<file path="src/rtl/sync_fifo_pkg.sv">
// sync_fifo_pkg: default sizes and pointer/count types shared by the FIFO files
package sync_fifo_pkg;
  localparam int DATA_W_DEF = 8;
  localparam int DEPTH_DEF = 16;
  typedef logic [$clog2(DEPTH_DEF)-1:0] ptr_t;
  typedef logic [$clog2(DEPTH_DEF):0] cnt_t;
endpackage

</file>
<file path="src/rtl/sync_fifo_mem.sv">
// sync_fifo_mem: DEPTH x DATA_W storage, one write port, one registered read port
module sync_fifo_mem
  import sync_fifo_pkg::*;
#(
  parameter int DATA_W = DATA_W_DEF,
  parameter int DEPTH = DEPTH_DEF
) (
  input  logic                     clk,
  input  logic                     rst,
  input  logic                     we,
  input  logic [$clog2(DEPTH)-1:0] wa,
  input  logic [DATA_W-1:0]        wd,
  input  logic                     re,
  input  logic [$clog2(DEPTH)-1:0] ra,
  output logic [DATA_W-1:0]        rdata
);
  logic [DATA_W-1:0] mem [DEPTH];
  // storage array is deliberately left unreset
  always_ff @(posedge clk) begin
    if (we) mem[wa] <= wd;
  end
  // read data register clears on reset and holds when no read is accepted
  always_ff @(posedge clk or posedge rst) begin
    if (rst) rdata <= '0;
    else if (re) rdata <= mem[ra];
  end
endmodule

</file>
<file path="src/rtl/sync_fifo.sv">
// sync_fifo: single-clock FIFO with full/empty flags; SYNC_FIFO_ERR_EN adds overflow/underflow pulses
module sync_fifo
  import sync_fifo_pkg::*;
#(
  parameter int DATA_W = DATA_W_DEF,
  parameter int DEPTH = DEPTH_DEF
) (
  input  logic              clk,
  input  logic              rst,
  input  logic              wr,
  input  logic              rd,
  input  logic [DATA_W-1:0] din,
  output logic [DATA_W-1:0] dout,
  output logic              full,
  output logic              empty
`ifdef SYNC_FIFO_ERR_EN
  ,
  output logic              overflow,
  output logic              underflow
`endif
);
  localparam int AW = $clog2(DEPTH);
  logic [AW-1:0] wptr, rptr;
  logic [AW:0] count;
  logic wr_en, rd_en;
  assign full = count == DEPTH[AW:0];
  assign empty = count == '0;
  assign wr_en = wr & ~full;
  assign rd_en = rd & ~empty;
  // pointers wrap naturally since DEPTH is a power of two; count tracks occupancy
  always_ff @(posedge clk or posedge rst) begin
    if (rst) begin
      wptr <= '0;
      rptr <= '0;
      count <= '0;
    end else begin
      if (wr_en) wptr <= wptr + 1'b1;
      if (rd_en) rptr <= rptr + 1'b1;
      count <= (wr_en && !rd_en) ? count + 1'b1 : (rd_en && !wr_en) ? count - 1'b1 : count;
    end
  end
`ifdef SYNC_FIFO_ERR_EN
  // one-cycle pulses flagging a refused write or read request
  always_ff @(posedge clk or posedge rst) begin
    if (rst) begin
      overflow <= 1'b0;
      underflow <= 1'b0;
    end else begin
      overflow <= wr & full;
      underflow <= rd & empty;
    end
  end
`endif
  sync_fifo_mem #(.DATA_W(DATA_W), .DEPTH(DEPTH)) u_mem (
    .clk(clk),
    .rst(rst),
    .we(wr_en),
    .wa(wptr),
    .wd(din),
    .re(rd_en),
    .ra(rptr),
    .rdata(dout)
  );
endmodule

</file>
<file path="config.mk">
export PLATFORM = sky130hd
export DESIGN_NAME = sync_fifo
export DESIGN_NICKNAME = d
export VERILOG_FILES = /design/src/rtl/sync_fifo_pkg.sv /design/src/rtl/sync_fifo_mem.sv /design/src/rtl/sync_fifo.sv
export SDC_FILE = /design/constraint.sdc
export NUM_CORES = 1
export LEC_CHECK = 0
export CAP_MARGIN = 20
export CELL_PAD_IN_SITES_DETAIL_PLACEMENT = 1
export CELL_PAD_IN_SITES_GLOBAL_PLACEMENT = 2
export CORE_MARGIN = 2
export CORE_UTILIZATION = 45
export CTS_BUF_LIST = sky130_fd_sc_hd__clkbuf_2
export DETAILED_ROUTE_END_ITERATION = 16
export GPL_ROUTABILITY_DRIVEN = 0
export PLACE_DENSITY_LB_ADDON = 0.1
export SYNTH_ARGS = -nofsm -noshare
export SYNTH_HDL_FRONTEND = slang
export SYNTH_SLANG_ARGS = --single-unit
</file>
<file path="constraint.sdc">
create_clock -name clk -period 4.29 [get_ports clk]
set_clock_uncertainty 0.05 [all_clocks]
set_input_delay 1.0725 -clock clk [delete_from_list [all_inputs] [get_ports clk]]
set_output_delay 1.0725 -clock clk [all_outputs]
set_load 0.05 [all_outputs]
</file>
### After elaboration in Yosys (flattened, before gate mapping)

Memory sizes are Yosys's and may differ from the RTL's. A register that Yosys moved wholly into a read port is not among the register bits.
Index checks and enable logic that the tools add are counted.

* logic and storage cells: 23
* memory bits (read-only): 0
* memories kept: 1
* memory bits (writable): 128
* register bits: 13
* output and inout port bits: 10
* latch bits: 0

* div/mod/pow operators: 0
* mux-type cells: 4
* eq/ne operators: 1
* add/sub/neg operators: 4
* bitwise logic cells: 4
* multipliers: 0
* shifts and indexed selects: 0
* reduce and logical (&&, ||, !) cells: 6
* magnitude comparators: 0

Memories
* u_mem.mem: words 16, bits a word 8, rd ports 1, clocked after Yosys merged registers in 1, write ports 1, line sync_fifo_mem.sv:17 `logic [DATA_W-1:0] mem [DEPTH];`

Operators with widths (count)
* $mux 5: 2
* $add 4x1->4 const B: 2
* $add 5x1->5 const B: 1
* $eq 5x5->1 const B: 1
* $logic_not 5->1: 1
* $sub 5x1->5 const B: 1
* $and 1x1->1: 2
* $logic_and 1x1->1: 2
* $logic_not 1->1: 2
* $mux 1: 2
* $not 1->1: 2
* $reduce_bool 2->1: 1

### Logic depth before layout (Yosys ltp)

Gate-level depths: netlist of the first run.

* word-level depth: 7
* gate-level depth with buffers: 11

### Hierarchy

Synthesis of the first run repeated with hierarchy kept, for this count alone.

* cell total of the unflattened synthesis: 311
* area, all modules: 6109.6 µm²

Modules (own cells, without submodules)
* sync_fifo_mem: times used 1, sequential area each 4043.9 µm², cells an instance 241, area an instance 5335.1 µm²
* sync_fifo: times used 1, sequential area each 325.3 µm², cells an instance 70, area an instance 774.5 µm²

### Least setup slack after synthesis of the first run

OpenSTA, ideal clock, no wires.

* path kind: input port to flip-flop
* from: input rd
* to: register count[4]
* buffers on the path: 1
* stages on the path: 10
* arrival time: 2797 ps
* path slack: 1364 ps
* required time: 4160 ps
* path through: o21a_1 -> inv_2 -> buf_6 -> ha_1 -> inv_1 -> fa_1 -> a21o_1 -> a21oi_1 -> mux2i_1 -> xnor2_1

* word-level cells in the longest chain between the ends: 4
* elaborated cells on any way between the ends: 6
* those cells by class: 1 x mux; 1 x bitwise; 4 x reduce/logical

RTL lines
* start, declared: line sync_fifo.sv:11 `input logic rd,`
* $and 1x1->1 *: line sync_fifo.sv:29 `assign rd_en = rd & ~empty;`
* $logic_not 1->1: line sync_fifo.sv:39 `count <= (wr_en && !rd_en) ? count + 1'b1 : (rd_en && !wr_en) ? count - 1'b1 : count;`
* $logic_and 1x1->1: line sync_fifo.sv:39
* $mux 5 or $reduce_bool 2->1 (tied branches)
* end signal, assigned: line sync_fifo.sv:39
* end, declared: line sync_fifo.sv:24 `logic [AW:0] count;`

Every way passes the cells marked *; elsewhere a longest branch is shown, timed or not.
A chain may end at the register's enable or synchronous reset.

### Worst setup path in the final report of the first run

* from: register count[0]
* to: output full

* word-level cells in the longest chain between the ends: 1

RTL lines
* $eq 5x5->1: line sync_fifo.sv:26 `assign full = count == DEPTH[AW:0];`
* end, declared: line sync_fifo.sv:14 `output logic full,`

No other way between the ends.

==> results.py, run 1 <==
metrics = {
    "synthesis": {
        "postSynthCellCount": 304,
        "synth_flop_cell": "edfxtp_1",
        "yosys.area_share.simple_pct": 3.21,
        "synth_xor_area_share_pct": 1.48,
        "synth_nets": 326,
        "synth.area.mux_share_pct": 14.1,
        "synth_edf_count": 128,
        "synth.top_cell.area_share_pct": 64.9,
        "synthAdderAreaFrac_pct": 2.24,
        "syn_area_mm2": 0.00592,
        "syn_area_per_cell_um2": 19.5,
        "ys_types": 32,
        "synthTopCellsByArea": "edfxtp_1, mux4_2, dfrtp_1",
        "synth_compound_area_share_pct": 3.51,
        "synthArstFlopShare_pct": 14.1,
        "yosys_warnings": 0,
        "synth_seq_cells": 149,
        "yosys.area.top_type": "edfxtp_1",
        "synth_top_family_by_area": "multiplexers",
        "ys_seq_area_share_pct": 73.8,
    },
    "clock_network": {
        "postCtsResizedCells": 0,
        "clkTransAtPathRegs_ns": 0.20,
        "cts_setup_buffers": 0,
        "clock-sinks": 149,
        "clock_latency_ns": 0.69,
        "cts_htree_levels": 4,
        "ctsLongestPathBuffers": 2,
        "postCtsHoldBufs": 0,
        "cts_buffers": 17,
        "cts_root_buffer": "clkbuf_2",
        "cts_tree": "yes",
    },
    "final_layout": {
        "area_delta_synth_final_pct": 12.8,
        "final_util_pct": 52.5,
        "drive_above_1_share_pct": 23.6,
        "post_layout_nonfiller_instances": 532,
        "n_antenna_cell": 0,
        "nets": 369,
    },
    "route": {
        "drt_iter0_drc": 314,
        "drtPass1Iterations": 4,
        "via_per_inst": 5.51,
        "num_vias": 2931,
        "drc": 0,
        "routedWlPerCell_um": 22.3,
        "ant_nets": 0,
        "wl_um": 11900,
    },
    "grt": {
        "track_usage_pct": 18.5,
        "grt_max_degree": 25,
        "grt_pass1_vias": 3087,
        "grt.overflow.total": 0,
        "antenna_found_initial": 0,
        "grt_pass1_wl_um": 18500,
    },
    "floorplan": {
        "dieArea_mm2": 0.0141,
        "rows": 41,
        "die_w_um": 119,
        "fp.dieH_um": 119,
        "start_util_pct": 46.6,
        "io_pins": 22,
        "core_mm2": 0.0127,
    },
    "setup_path": {
        "cp_cell_sequence": "nor4_1 -> and2_1 -> clkdlybuf4s50_1",
        "crit_path_end_kind": "output port",
        "slowest_delay_ns": 0.80,
        "worst-path-buf-inv": 1,
        "arrival_ns": 2.80,
        "path_class": "reg -> out",
        "cp-start-kind": "flop",
        "crit_required_ns": 3.17,
        "critical-path-top-delay-family": "simple AND/OR/NAND/NOR gates",
        "worstPathMaxFanout": 5,
        "slowest_stage": "clkdlybuf4s50_1",
    },
    "power_and_ir_drop": {
        "irDropWorstVdd_mv": 0.346,
        "power_density_mw_per_mm2": 647,
        "p_leak_nw": 2.31,
    },
    "timing": {
        "fin_crit_sh_pct": 91.4,
        "worst_pin_slew_ns": 1.02,
        "relSlewSlack_pct": 31.7,
        "hold_slack_ns": 0.470,
        "rsz0062_at_grt": "no",
        "tns_ns": 0,
        "hold_viol": 0,
        "slew_viol_final": 0,
        "max_freq_mhz": 255,
        "setup_viol": 0,
        "min_period_ns": 3.92,
    },
    "hold_path": {
        "hp-class": "reg -> reg",
    },
    "place": {
        "place_inst": 500,
        "port_buffers": 21,
        "detailed_place_hpwl_um": 7460,
    },
    "status": {
        "status": "finished clean",
    },
    "flow_run": {
        "maxCapViolCount": 0,
    },
}
## worst reg2reg max path: stages, from the launching register on
cell and delay (ns):
dfrtp_1 0.49, or4_1 0.59, o21a_1 0.26, inv_2 0.28, ha_1 0.23, inv_1 0.11, fa_1 0.42, a21o_1 0.19
a21oi_1 0.17, mux2i_1 0.23, xnor2_1 0.13
## state kept, by name (all words and copies together) (netlist names)
signal       count
u_mem.mem      128
u_mem.rdata      8
count            5
rptr             4
wptr             4
## cells in the mapped netlist (2+ instances only)
| cell type | instances |
|---|---|
| o22ai_1 | 7 |
| nor2_1 | 15 |
| inv_1 | 4 |
| edfxtp_1 | 128 |
| nand2b_1 | 3 |
| mux4_2 | 33 |
| a211oi_1 | 7 |
| buf_2 | 3 |
| a21oi_1 | 2 |
| dfrtp_1 | 21 |
| xnor2_1 | 9 |
| clkbuf_1 | 5 |
| o21ai_0 | 3 |
| nor3_1 | 4 |
| buf_4 | 4 |
| ha_1 | 9 |
| mux2i_1 | 8 |
| nand4_1 | 2 |
| nand2_1 | 15 |
| buf_1 | 2 |
| a21o_1 | 9 |
## layer usage
metal / vias to the layer above / GRT usage (%) / wire [µm]
li1: 1295 / - / -
met1: 1555 / 25.3 / 5390
met2: 66 / 28.8 / 5800
met3: 15 / 5.36 / 513
met4: 0 / 5.73 / 166
met5: - / 0 / 0
## path summary, 6_finish.rpt
check                                from        endpoint  slack [ns]  cells past startpoint
max                              count[0]            full        0.37                      3
min                        u_mem.rdata[1]  u_mem.rdata[1]        0.47                      2
max reg2reg                      count[0]        count[4]        1.09                     10
min reg2reg                u_mem.rdata[1]  u_mem.rdata[1]        0.47                      2
max in group asynchronous             rst         rptr[0]        2.80                      2
min in group asynchronous             rst         wptr[1]        0.80                      2
## through the flow
stage | power (W) | setup slack (ns) | area [µm²]
after CTS | 0.00439 | 0.326 | 6680
after global routing | 0.00456 | 0.236 | 6680
after floorplan | 0.00304 | 1.36 | 5920
final | 0.00432 | 0.370 | 6680
after detailed placement | 0.00348 | 0.740 | 6400
after global placement | 0.00345 | 0.796 | 6400
## layout by cell type (no fill, tap or decap), types with 7 or more instances in the layout
cell type / instances
dfrtp_1: 20
ha_1: 9
a211oi_1: 7
nor2_1: 15
xnor2_1: 9
mux2i_1: 8
nand2_1: 15
clkdlybuf4s50_1: 21
a21o_1: 9
clkbuf_2: 19
mux4_2: 33
buf_4: 18
o22ai_1: 7
edfxtp_1: 128
## report_power, final
part	total, W	leakage (nW)	internal [W]	switching [W]
registers	0.00209	1.41	0.00180	0.000294
clock network	0.000909	0.174	0.000435	0.000474
logic	0.00132	0.726	0.000656	0.000668
## cell families after synthesis
group	Yosys count
fa+ha+maj	10
simple gates	43
buf+inv	20
compound gates	30
mux	42
xor+xnor	10
flops	149
## final cells by class
type / instances / area (µm²)
fill: 1206 / 6040
sequential: 149 / 4370
multi-input combinational: 135 / 1450
timing repair buffer: 39 / 345
tap: 172 / 215
clock inverter: 13 / 186
clock buffer: 19 / 95.1
inverter: 5 / 18.8
No activity file was read; power rests on OpenSTA's default activity.
==> run 2: changes to the inputs <==
- CTS_CLUSTER_SIZE: unset -> 10
- clock period: 4.29 -> 4.65 ns (I/O delays scaled with it)
==> results.py, run 2 (same netlist as run 1, synthesis figures left out) <==
metrics = {
    "status": {
        "status": "finished clean",
    },
    "clock_network": {
        "postCtsResizedCells": 0,
        "cts_buffers": 17,
        "clock-sinks": 149,
        "clock_latency_ns": 0.70,
        "cts_root_buffer": "clkbuf_2",
        "cts_setup_buffers": 0,
        "postCtsHoldBufs": 0,
        "cts_tree": "yes",
        "clkTransAtPathRegs_ns": 0.20,
        "cts_htree_levels": 4,
        "ctsLongestPathBuffers": 2,
    },
    "flow_run": {
        "maxCapViolCount": 0,
    },
    "setup_path": {
        "cp-start-kind": "flop",
        "r2r_slack_ns": 1.42,
        "worstPathMaxFanout": 5,
        "arrival_ns": 2.75,
        "r2r-start": "count[0]",
        "crit_required_ns": 3.44,
        "path_class": "reg -> out",
        "crit_path_end_kind": "output port",
        "reg2regPathDepth": 10,
        "r2r_end": "count[4]",
    },
    "final_layout": {
        "fin_area_mm2": 0.00660,
        "largest_reg_flops": 128,
        "nets": 360,
        "drive_above_1_share_pct": 22.2,
        "final_common_cell": "edfxtp_1",
        "post_layout_nonfiller_instances": 523,
        "n_antenna_cell": 0,
        "fill_cells": 1200,
        "mostFrequentLayoutCells": "edfxtp_1, mux4_2, clkdlybuf4s50_1, dfrtp_1, clkbuf_2",
        "area_delta_synth_final_pct": 11.4,
        "top_regs": "u_mem.mem: 128 flops, u_mem.rdata: 8 flops, count: 5 flops",
        "largest-register": "u_mem.mem",
    },
    "power_and_ir_drop": {
        "power_density_mw_per_mm2": 591,
        "seqPwrFrac_pct": 49.3,
        "switching_share_pct": 34.5,
        "internal_power_w": 0.00255,
        "p_switching_w": 0.00134,
        "p_clk_share_pct": 19.7,
        "power_frac_comb_pct": 31.0,
        "p_leak_nw": 2.24,
        "finalPower_w": 0.00390,
        "irDropWorstVdd_mv": 0.324,
    },
    "route": {
        "drt_iter0_drc": 232,
        "ant_nets": 0,
        "drtPass1Iterations": 5,
        "drc": 0,
        "wl_um": 11700,
        "via_per_inst": 5.42,
        "routedWlPerCell_um": 22.4,
        "num_vias": 2837,
    },
    "grt": {
        "grt_pass1_vias": 2983,
        "antenna_found_initial": 0,
        "track_usage_pct": 18.4,
        "grt_max_degree": 25,
        "grt_pass1_wl_um": 18500,
        "grt.overflow.total": 0,
    },
    "floorplan": {
        "core_mm2": 0.0127,
        "start_util_pct": 46.6,
        "rows": 41,
        "dieArea_mm2": 0.0141,
        "io_pins": 22,
        "fp.dieH_um": 119,
        "die_w_um": 119,
    },
    "place": {
        "placed_area_mm2": 0.00633,
        "detailed_place_hpwl_um": 7430,
        "place_inst": 491,
        "port_buffers": 21,
    },
    "timing": {
        "slew_viol_final": 0,
        "min_period_ns": 3.96,
        "setup_viol": 0,
        "tns_ns": 0,
        "hold_viol": 0,
        "hold_slack_ns": 0.456,
        "rsz0062_at_grt": "no",
        "max_freq_mhz": 252,
        "worst_pin_slew_ns": 0.988,
        "fin_crit_sh_pct": 85.2,
        "relSlewSlack_pct": 34.1,
    },
    "hold_path": {
        "hp-class": "reg -> reg",
        "hold_end": "u_mem.rdata[4]",
        "min_from": "u_mem.rdata[4]",
        "whs_path_depth": 1,
    },
}
-- run 2: cell types whose count changed in the layout (fill, tap and decap cells not counted) --
| cell | before | now |
|---|---|---|
| buf_4 | 18 | 9 |
| bufinv_16 | 5 | 3 |
| clkbuf_2 | 19 | 17 |
| clkinv_1 | 3 | 1 |
| clkinv_2 | 5 | 3 |
| clkinv_4 | 0 | 3 |
| clkinvlp_4 | 0 | 2 |
| inv_6 | 0 | 3 |
-- run 2: power groups by stage --
stage,logic (W),registers [W],clock network [W]
final,0.00121,0.00192,0.000766
after global routing,0.00131,0.00196,0.000844
after CTS,0.00123,0.00194,0.000792
after detailed placement,0.00123,0.00197,0
after global placement,0.00121,0.00196,0
after floorplan,0.000919,0.00188,0
-- run 2: critical path, cell delays in order, from the launching register on --
cell,delay [ns]
dfrtp_1,0.49
nor4_1,0.57
and2_1,0.21
clkdlybuf4s50_1,0.80
-- run 2: metal layers --
| layer | share of wire (%) | track usage [%] | vias to the layer above |
|---|---|---|---|
| met5 | 0 | 0 | - |
| met4 | 0.84 | 5.80 | 0 |
| met3 | 5.6 | 4.87 | 6 |
| met2 | 49 | 29.1 | 64 |
| met1 | 45 | 25.0 | 1489 |
| li1 | - | - | 1278 |
-- run 2: worst max-delay path by stage --
stage	start	endpoint	slack, ns
floorplan	rd	count[4]	1.63
global placement	wr	count[4]	1.07
detailed placement	rd	count[4]	1.01
CTS	count[0]	full	0.60
global route	count[0]	full	0.49
finish	count[0]	full	0.69
-- run 2: layout make-up --
| cell class | count | area (µm²) | share of cell area [%] |
|---|---|---|---|
| multi-input cells | 135 | 1450 | 22.0 |
| clock buffers | 17 | 85.1 | 1.29 |
| flip-flops and latches | 149 | 4370 | 66.3 |
| clock inverters | 15 | 176 | 2.67 |
| repair buffers | 30 | 278 | 4.21 |
| inverters | 5 | 18.8 | 0.285 |
| well taps | 172 | 215 | 3.26 |
-- run 2: metrics by stage --
step,util [%],setup WS [ns]
CTS,51.8,0.605
floorplan,-,1.63
finish,51.8,0.688
detailed placement,49.8,1.01
global placement,49.8,1.07
global route,51.8,0.494
